`config.mk`:
```
export PLATFORM = sky130hd
export DESIGN_NAME = timer_mc
export DESIGN_NICKNAME = d
export VERILOG_FILES = /design/src/rtl/timer_mc_pkg.sv /design/src/rtl/timer_mc_ch.sv /design/src/rtl/timer_mc.sv
export SDC_FILE = /design/constraint.sdc
export NUM_CORES = 2
export LEC_CHECK = 0
export BUFFER_PORTS_ARGS = -buffer_cell sky130_fd_sc_hd__buf_2
export CAP_MARGIN = 20
export CORE_ASPECT_RATIO = 0.75
export CORE_MARGIN = 2
export CORE_UTILIZATION = 40
export DETAILED_ROUTE_END_ITERATION = 8
export PLACE_DENSITY = 0.63
export RECOVER_POWER = 100
export SLEW_MARGIN = 20
export SYNTH_ARGS = -nofsm -noshare
export SYNTH_HDL_FRONTEND = slang
export SYNTH_SLANG_ARGS = --single-unit
```
`constraint.sdc`:
```
create_clock -name clk_i -period 25.5 [get_ports clk_i]
set_clock_uncertainty 0.05 [all_clocks]
set_input_delay 3.825 -clock clk_i [delete_from_list [all_inputs] [get_ports clk_i]]
set_output_delay 3.825 -clock clk_i [all_outputs]
set_load 0.02 [all_outputs]
```
`src/rtl/timer_mc_pkg.sv`:
```
// Shared register map, CTRL bit layout and byte-enable helper for the
// multi-channel timer.
package timer_mc_pkg;

    localparam logic [3:0] OFF_CTRL = 4'h0;
    localparam logic [3:0] OFF_PRE  = 4'h4;
    localparam logic [3:0] OFF_ARE  = 4'h8;
    localparam logic [3:0] OFF_CNT  = 4'hC;

    localparam int CTRL_ENA     = 0;
    localparam int CTRL_DIR     = 1;
    localparam int CTRL_ONESHOT = 2;
    localparam int CTRL_CLR     = 3;
    localparam int CTRL_EVC     = 4;

    localparam int EVN_W = 16;

    function automatic int irq_stat_off(input int n_ch);
        return n_ch * 16;
    endfunction

    function automatic int irq_en_off(input int n_ch);
        return n_ch * 16 + 4;
    endfunction

    // Replace only the bytes whose enable is set.
    function automatic logic [31:0] be_merge(input logic [31:0] old,
                                             input logic [31:0] wd,
                                             input logic [3:0]  be);
        logic [31:0] res;
        for (int i = 0; i < 4; i++)
            res[i*8 +: 8] = be[i] ? wd[i*8 +: 8] : old[i*8 +: 8];
        return res;
    endfunction

endpackage

```
`src/rtl/timer_mc_ch.sv`:
```
// One timer channel: prescaler, auto-reload up/down counter, one-shot
// handling and saturating event counter.
module timer_mc_ch
    import timer_mc_pkg::*;
#(
    parameter int CNT_W   = 32,
    parameter int PRE_RST = 59_999_999
) (
    input  logic             clk,
    input  logic             rst,
    input  logic [3:0]       be,
    input  logic [31:0]      wdata,
    input  logic             ctrl_we,
    input  logic             pre_we,
    input  logic             are_we,
    input  logic             cnt_we,
    output logic [31:0]      ctrl,
    output logic [CNT_W-1:0] pre,
    output logic [CNT_W-1:0] are,
    output logic [CNT_W-1:0] cnt,
    output logic             evt
);

    logic             ena, dir, oneshot;
    logic [CNT_W-1:0] pcnt;
    logic [EVN_W-1:0] evn;
    logic             clr, evc, tick, wrap;

    assign clr  = ctrl_we && be[0] && wdata[CTRL_CLR];
    assign evc  = ctrl_we && be[0] && wdata[CTRL_EVC];
    assign tick = ena && (pcnt == pre);
    assign wrap = dir ? (cnt == are) : (cnt == '0);
    // A CLR or CNT write overrides the tick update, so no event either.
    assign evt  = tick && wrap && !clr && !cnt_we;

    assign ctrl = {evn, 11'b0, 2'b0, oneshot, dir, ena};

    always_ff @(posedge clk or posedge rst) begin
        if (rst) begin
            ena     <= 1'b0;
            dir     <= 1'b0;
            oneshot <= 1'b0;
        end else begin
            if (ctrl_we && be[0]) begin
                ena     <= wdata[CTRL_ENA];
                dir     <= wdata[CTRL_DIR];
                oneshot <= wdata[CTRL_ONESHOT];
            end
            if (evt && oneshot)
                ena <= 1'b0;
        end
    end

    always_ff @(posedge clk or posedge rst) begin
        if (rst) begin
            pre <= CNT_W'(PRE_RST);
            are <= '0;
        end else begin
            if (pre_we)
                pre <= CNT_W'(be_merge(32'(pre), wdata, be));
            if (are_we)
                are <= CNT_W'(be_merge(32'(are), wdata, be));
        end
    end

    always_ff @(posedge clk or posedge rst) begin
        if (rst)
            pcnt <= '0;
        else if (clr || pre_we)
            pcnt <= '0;
        else if (ena)
            pcnt <= tick ? '0 : pcnt + CNT_W'(1);
    end

    always_ff @(posedge clk or posedge rst) begin
        if (rst)
            cnt <= '0;
        else if (clr)
            cnt <= '0;
        else if (cnt_we)
            cnt <= CNT_W'(be_merge(32'(cnt), wdata, be));
        else if (tick) begin
            if (dir)
                cnt <= wrap ? '0 : cnt + CNT_W'(1);
            else
                cnt <= wrap ? are : cnt - CNT_W'(1);
        end
    end

    always_ff @(posedge clk or posedge rst) begin
        if (rst)
            evn <= '0;
        else if (evc)
            evn <= '0;
        else if (evt && evn != '1)
            evn <= evn + EVN_W'(1);
    end

endmodule

```
`src/rtl/timer_mc.sv`:
```
// Multi-channel peripheral timer: bus decode, read mux and the shared
// maskable interrupt with W1C status and id-checked acknowledge.
module timer_mc
    import timer_mc_pkg::*;
#(
    parameter int N_CH    = 4,
    parameter int CNT_W   = 32,
    parameter int IRQ_ID  = 7,
    parameter int PRE_RST = 59_999_999,
    localparam int ADDR_W = $clog2(N_CH*16+8)
) (
    input  logic              clk_i,
    input  logic              rst_i,
    input  logic              write_i,
    input  logic [3:0]        data_be_i,
    input  logic [ADDR_W-1:0] addr_i,
    input  logic [31:0]       wdata_i,
    output logic [31:0]       rdata_o,
    output logic              irq_o,
    input  logic              irq_ack_i,
    input  logic [4:0]        irq_id_i
);

    localparam int CH_W = ADDR_W - 4;
    localparam logic [ADDR_W-1:0] STAT_A = ADDR_W'(irq_stat_off(N_CH));
    localparam logic [ADDR_W-1:0] EN_A   = ADDR_W'(irq_en_off(N_CH));

    logic                        sel_ch, stat_hit, en_hit, ack;
    logic [CH_W-1:0]             ch_idx;
    logic [3:0]                  off;
    logic [N_CH-1:0][31:0]       ch_ctrl, ch_rd;
    logic [N_CH-1:0][CNT_W-1:0]  ch_pre, ch_are, ch_cnt;
    logic [N_CH-1:0]             ch_evt, irq_stat, irq_en, stat_w1c;

    assign sel_ch   = addr_i < STAT_A;
    assign ch_idx   = addr_i[ADDR_W-1:4];
    assign off      = addr_i[3:0];
    assign stat_hit = addr_i[ADDR_W-1:2] == STAT_A[ADDR_W-1:2];
    assign en_hit   = addr_i[ADDR_W-1:2] == EN_A[ADDR_W-1:2];

    for (genvar g = 0; g < N_CH; g++) begin : g_ch
        logic hit;
        assign hit = sel_ch && (ch_idx == CH_W'(g));

        timer_mc_ch #(.CNT_W(CNT_W), .PRE_RST(PRE_RST)) u_ch (
            .clk     (clk_i),
            .rst     (rst_i),
            .be      (data_be_i),
            .wdata   (wdata_i),
            .ctrl_we (write_i && hit && off == OFF_CTRL),
            .pre_we  (write_i && hit && off == OFF_PRE),
            .are_we  (write_i && hit && off == OFF_ARE),
            .cnt_we  (write_i && hit && off == OFF_CNT),
            .ctrl    (ch_ctrl[g]),
            .pre     (ch_pre[g]),
            .are     (ch_are[g]),
            .cnt     (ch_cnt[g]),
            .evt     (ch_evt[g])
        );

        assign ch_rd[g] = !hit             ? 32'b0 :
                          off == OFF_CTRL  ? ch_ctrl[g] :
                          off == OFF_PRE   ? 32'(ch_pre[g]) :
                          off == OFF_ARE   ? 32'(ch_are[g]) :
                                             32'(ch_cnt[g]);
    end

    assign ack      = irq_ack_i && (irq_id_i == 5'(IRQ_ID));
    assign stat_w1c = (write_i && stat_hit && data_be_i[0]) ? wdata_i[N_CH-1:0] : '0;

    // New events are OR-ed in last so they survive a same-cycle W1C or ack.
    always_ff @(posedge clk_i or posedge rst_i) begin
        if (rst_i) begin
            irq_stat <= '0;
            irq_en   <= '0;
        end else begin
            irq_stat <= (ack ? '0 : (irq_stat & ~stat_w1c)) | ch_evt;
            if (write_i && en_hit && data_be_i[0])
                irq_en <= wdata_i[N_CH-1:0];
        end
    end

    assign irq_o = |(irq_stat & irq_en);

    always_comb begin
        rdata_o = '0;
        for (int c = 0; c < N_CH; c++)
            rdata_o |= ch_rd[c];
        if (stat_hit)
            rdata_o = 32'(irq_stat);
        if (en_hit)
            rdata_o = 32'(irq_en);
    end

endmodule

```
==> out/qor.txt <==
peak supply drop = 0.0727 mV
RSZ-0062 raised after global routing = no
Synth Flop Type = sky130_fd_sc_hd__dfrtp_1
cell with the biggest individual delay on the critical path = sky130_fd_sc_hd__clkbuf_1
post-route design area = 0.0439 mm^2
number of unique standard cell types used by synthesis = 84
total congestion overflow = 0
Resized cells post-CTS = 0
maximum clock frequency = 68.6 MHz
row count = 100
Yosys Warn Count = 0
number of hold violations in the final report = 0
detailed-router iteration count before antenna repair = 7
critical path's largest stage delay = 2570 ps
count of final setup violators = 0
drc violations = 0
top cell type by total area after synthesis = sky130_fd_sc_hd__dfrtp_1
number of storage elements in the synthesis netlist = 596
via density per instance = 6.64
most prevalent standard cell on the critical path = sky130_fd_sc_hd__clkbuf_1
CP cell instances = clkbuf_1 > nor3b_1 > clkbuf_1 > o21ai_0 > o22ai_1 > o41ai_1 > a31oi_1 > clkbuf_1
startpoint type of the worst setup path = input pin
Die Wd = 370 um
Root Driver = sky130_fd_sc_hd__clkbuf_16
leakage power total = 18.6 nW
DIE AREA = 0.103 mm^2
total via count in the routed design = 38800
worst hold path type = flop to flop
first-pass GRT wire length = 263 mm
number of buffers added by the clock tree synthesis step = 69
minimum setup slack among reg-to-reg paths = 18730 ps
violations in the final reports = max-capacitance violations, max-slew violations
sequential area share after synthesis = 37.2%
result of the run = finished with violations
TritonCTS clock tree = yes
RePlAce Congestion = 1.04
Core Util, Final = 44.1%
proportion of register bits with asynchronous set or reset after synthesis = 100%
Synth area leaders = sky130_fd_sc_hd__dfrtp_1 33%, sky130_fd_sc_hd__mux2_2 7.5%, sky130_fd_sc_hd__xnor2_1 6.4%
maximum buffer depth of the clock tree = 3
I/O pin cnt = 85
syn_nets = 4676
Required @ worst endpoint = 21620 ps
buffers inserted by post-CTS timing repair = 0
transition time at the pin with the least slew margin = 5170 ps
Routed wire per std cell = 31.7 um
max capacitance violation total = 23
clock sink count = 596
Post-Place Cells = 5708
Worst Path Class, Setup = input pin to primary output
H-tree depth = 3
hold buffer count at CTS = 0
starting density of the core = 40.5%
Skew-Pair Late Insertion Delay = 670 ps
placeable core area = 0.0995 mm^2
wire length after detailed routing = 185 mm
Setup TNS = 0 ps
Arr. time, crit path = 10700 ps
gate count after technology mapping = 4604
total number of nets in the final design = 4525
cell with the most instances after synthesis = sky130_fd_sc_hd__dfrtp_1
cell area power density = 71.0 mW/mm^2
vias in the first global route = 34700
Post-Syn Area = 0.0403 mm^2
number of cells in the finished layout apart from fillers = 5847
initial detailed-routing violation count = 6995
overall die height = 279 um
nature of the critical path endpoint = primary output
global-route usage over all layers = 35.1%
pin count of the biggest net entering global routing = 158
syn avg cell area = 8.75 um^2
share of final-layout standard cells stronger than drive strength 1 = 13.2%
CTS clock-pin slew for the worst setup and hold paths = 50 ps
pins over their slew limit = 1002
overall power of the completed layout = 3.11 mW
Post-synth EDFFs = 0
top cells by count, synth = 528 x sky130_fd_sc_hd__dfrtp_1, 446 x sky130_fd_sc_hd__nor2_1, 392 x sky130_fd_sc_hd__nand2_1
Slew headroom = -246%
HPWL after DPL = 134 mm
crit share post-route = 57.2%
maximum fanout along the worst path = 70
synthesis-to-layout area growth = 8.86%
Port Buffers = 84
final critical delay including setup and external delays = 14580 ps
remaining antenna violation count after routing = 0
share of Yosys cell area claimed by the top area cell type = 32.8%
antenna violations before repair = 23
post-detailed-placement cell area = 0.0416 mm^2
critical path, delay by kind of cell:
kind	cells	cell delay (ps)
compound gates	4	2130
simple gates	1	1480
buf+inv	3	3190
cell families after synthesis:
| logic type | Yosys count | synth area share (%) |
|---|---|---|
| AOI/OAI and AO/OA | 948 | 15.2 |
| DFF | 596 | 37.2 |
| muxes | 360 | 9.81 |
| xor gates and xnor gates | 570 | 12.4 |
| and+or+nand+nor | 1664 | 20.4 |
| buffers and inverters | 446 | 4.26 |
| adders and majority gates | 20 | 0.621 |
where the power goes:
| part | leakage [nW] | internal [mW] | switching (mW) |
|---|---|---|---|
| Sequential | 7.82 | 1.03 | 0.282 |
| Combinational | 9.62 | 0.279 | 0.411 |
| Clock | 1.20 | 0.655 | 0.463 |
| Total | 18.6 | 1.96 | 1.16 |
layer usage:
layer / global-route usage (%) / share of wire [%] / vias to the layer above
li1: - / - / 16300
met1: 51.8 / 42 / 19300
met2: 44.2 / 38 / 2832
met3: 15.9 / 16 / 380
met4: 11.1 / 3.6 / 18
met5: 0.844 / 0.11 / -
layout make-up:
class,count,area (um^2)
inverters,60,226
repair buffers,164,872
multi-input cells,3562,23600
flip-flops and latches,596,15000
fillers,9766,55600
clock inverters,33,520
well taps,1326,1660
diodes,12,30.0
clock buffers,94,1940
worst paths after layout:
| path | start | endpoint | depth (start not counted) |
|---|---|---|---|
| worst min-delay path | g_ch[0].u_ch.oneshot | g_ch[0].u_ch.ena | 1 |
| max in group asynchronous | rst_i | g_ch[1].u_ch.evn[5] | 4 |
| worst max register to register | g_ch[2].u_ch.cnt[9] | g_ch[2].u_ch.evn[8] | 9 |
| worst min register to register | g_ch[0].u_ch.oneshot | g_ch[0].u_ch.ena | 1 |
| min in group asynchronous | rst_i | g_ch[3].u_ch.pcnt[4] | 2 |
| worst max-delay path | addr_i[5] | rdata_o[2] | 8 |
placed cells by master, fill, tap and decap left out, types with 88 or more instances in the layout:
cell and count:
sky130_fd_sc_hd__a22oi_1 134, sky130_fd_sc_hd__nand3_1 184, sky130_fd_sc_hd__o21ai_0 200, sky130_fd_sc_hd__dfrtp_1 527
sky130_fd_sc_hd__nand2_1 390, sky130_fd_sc_hd__a21oi_1 225, sky130_fd_sc_hd__nor3_1 109, sky130_fd_sc_hd__nor4_1 91
sky130_fd_sc_hd__a31oi_1 88, sky130_fd_sc_hd__mux2i_1 92, sky130_fd_sc_hd__nor2_1 441, sky130_fd_sc_hd__nand4_1 127
sky130_fd_sc_hd__xor2_1 274, sky130_fd_sc_hd__xnor2_1 296, sky130_fd_sc_hd__mux2_2 267
per-stage QoR:
stage | setup slack, ps | hold WS, ps
after floorplan | 5060 | 383
after detailed placement | 14370 | 423
after global placement | 14480 | 415
after global routing | 10550 | 444
after CTS | 14350 | 430
final | 10920 | 431
state kept, by name, summed over array words and instances, names as in the netlist:
signal / flops
g_ch.u_ch.evn: 64
g_ch.u_ch.dir: 4
g_ch.u_ch.pre: 128
g_ch.u_ch.ena: 4
g_ch.u_ch.pcnt: 128
irq_en: 4
g_ch.u_ch.cnt: 128
g_ch.u_ch.oneshot: 4
g_ch.u_ch.are: 128
irq_stat: 4
No activity file was read; power rests on OpenSTA's default activity.
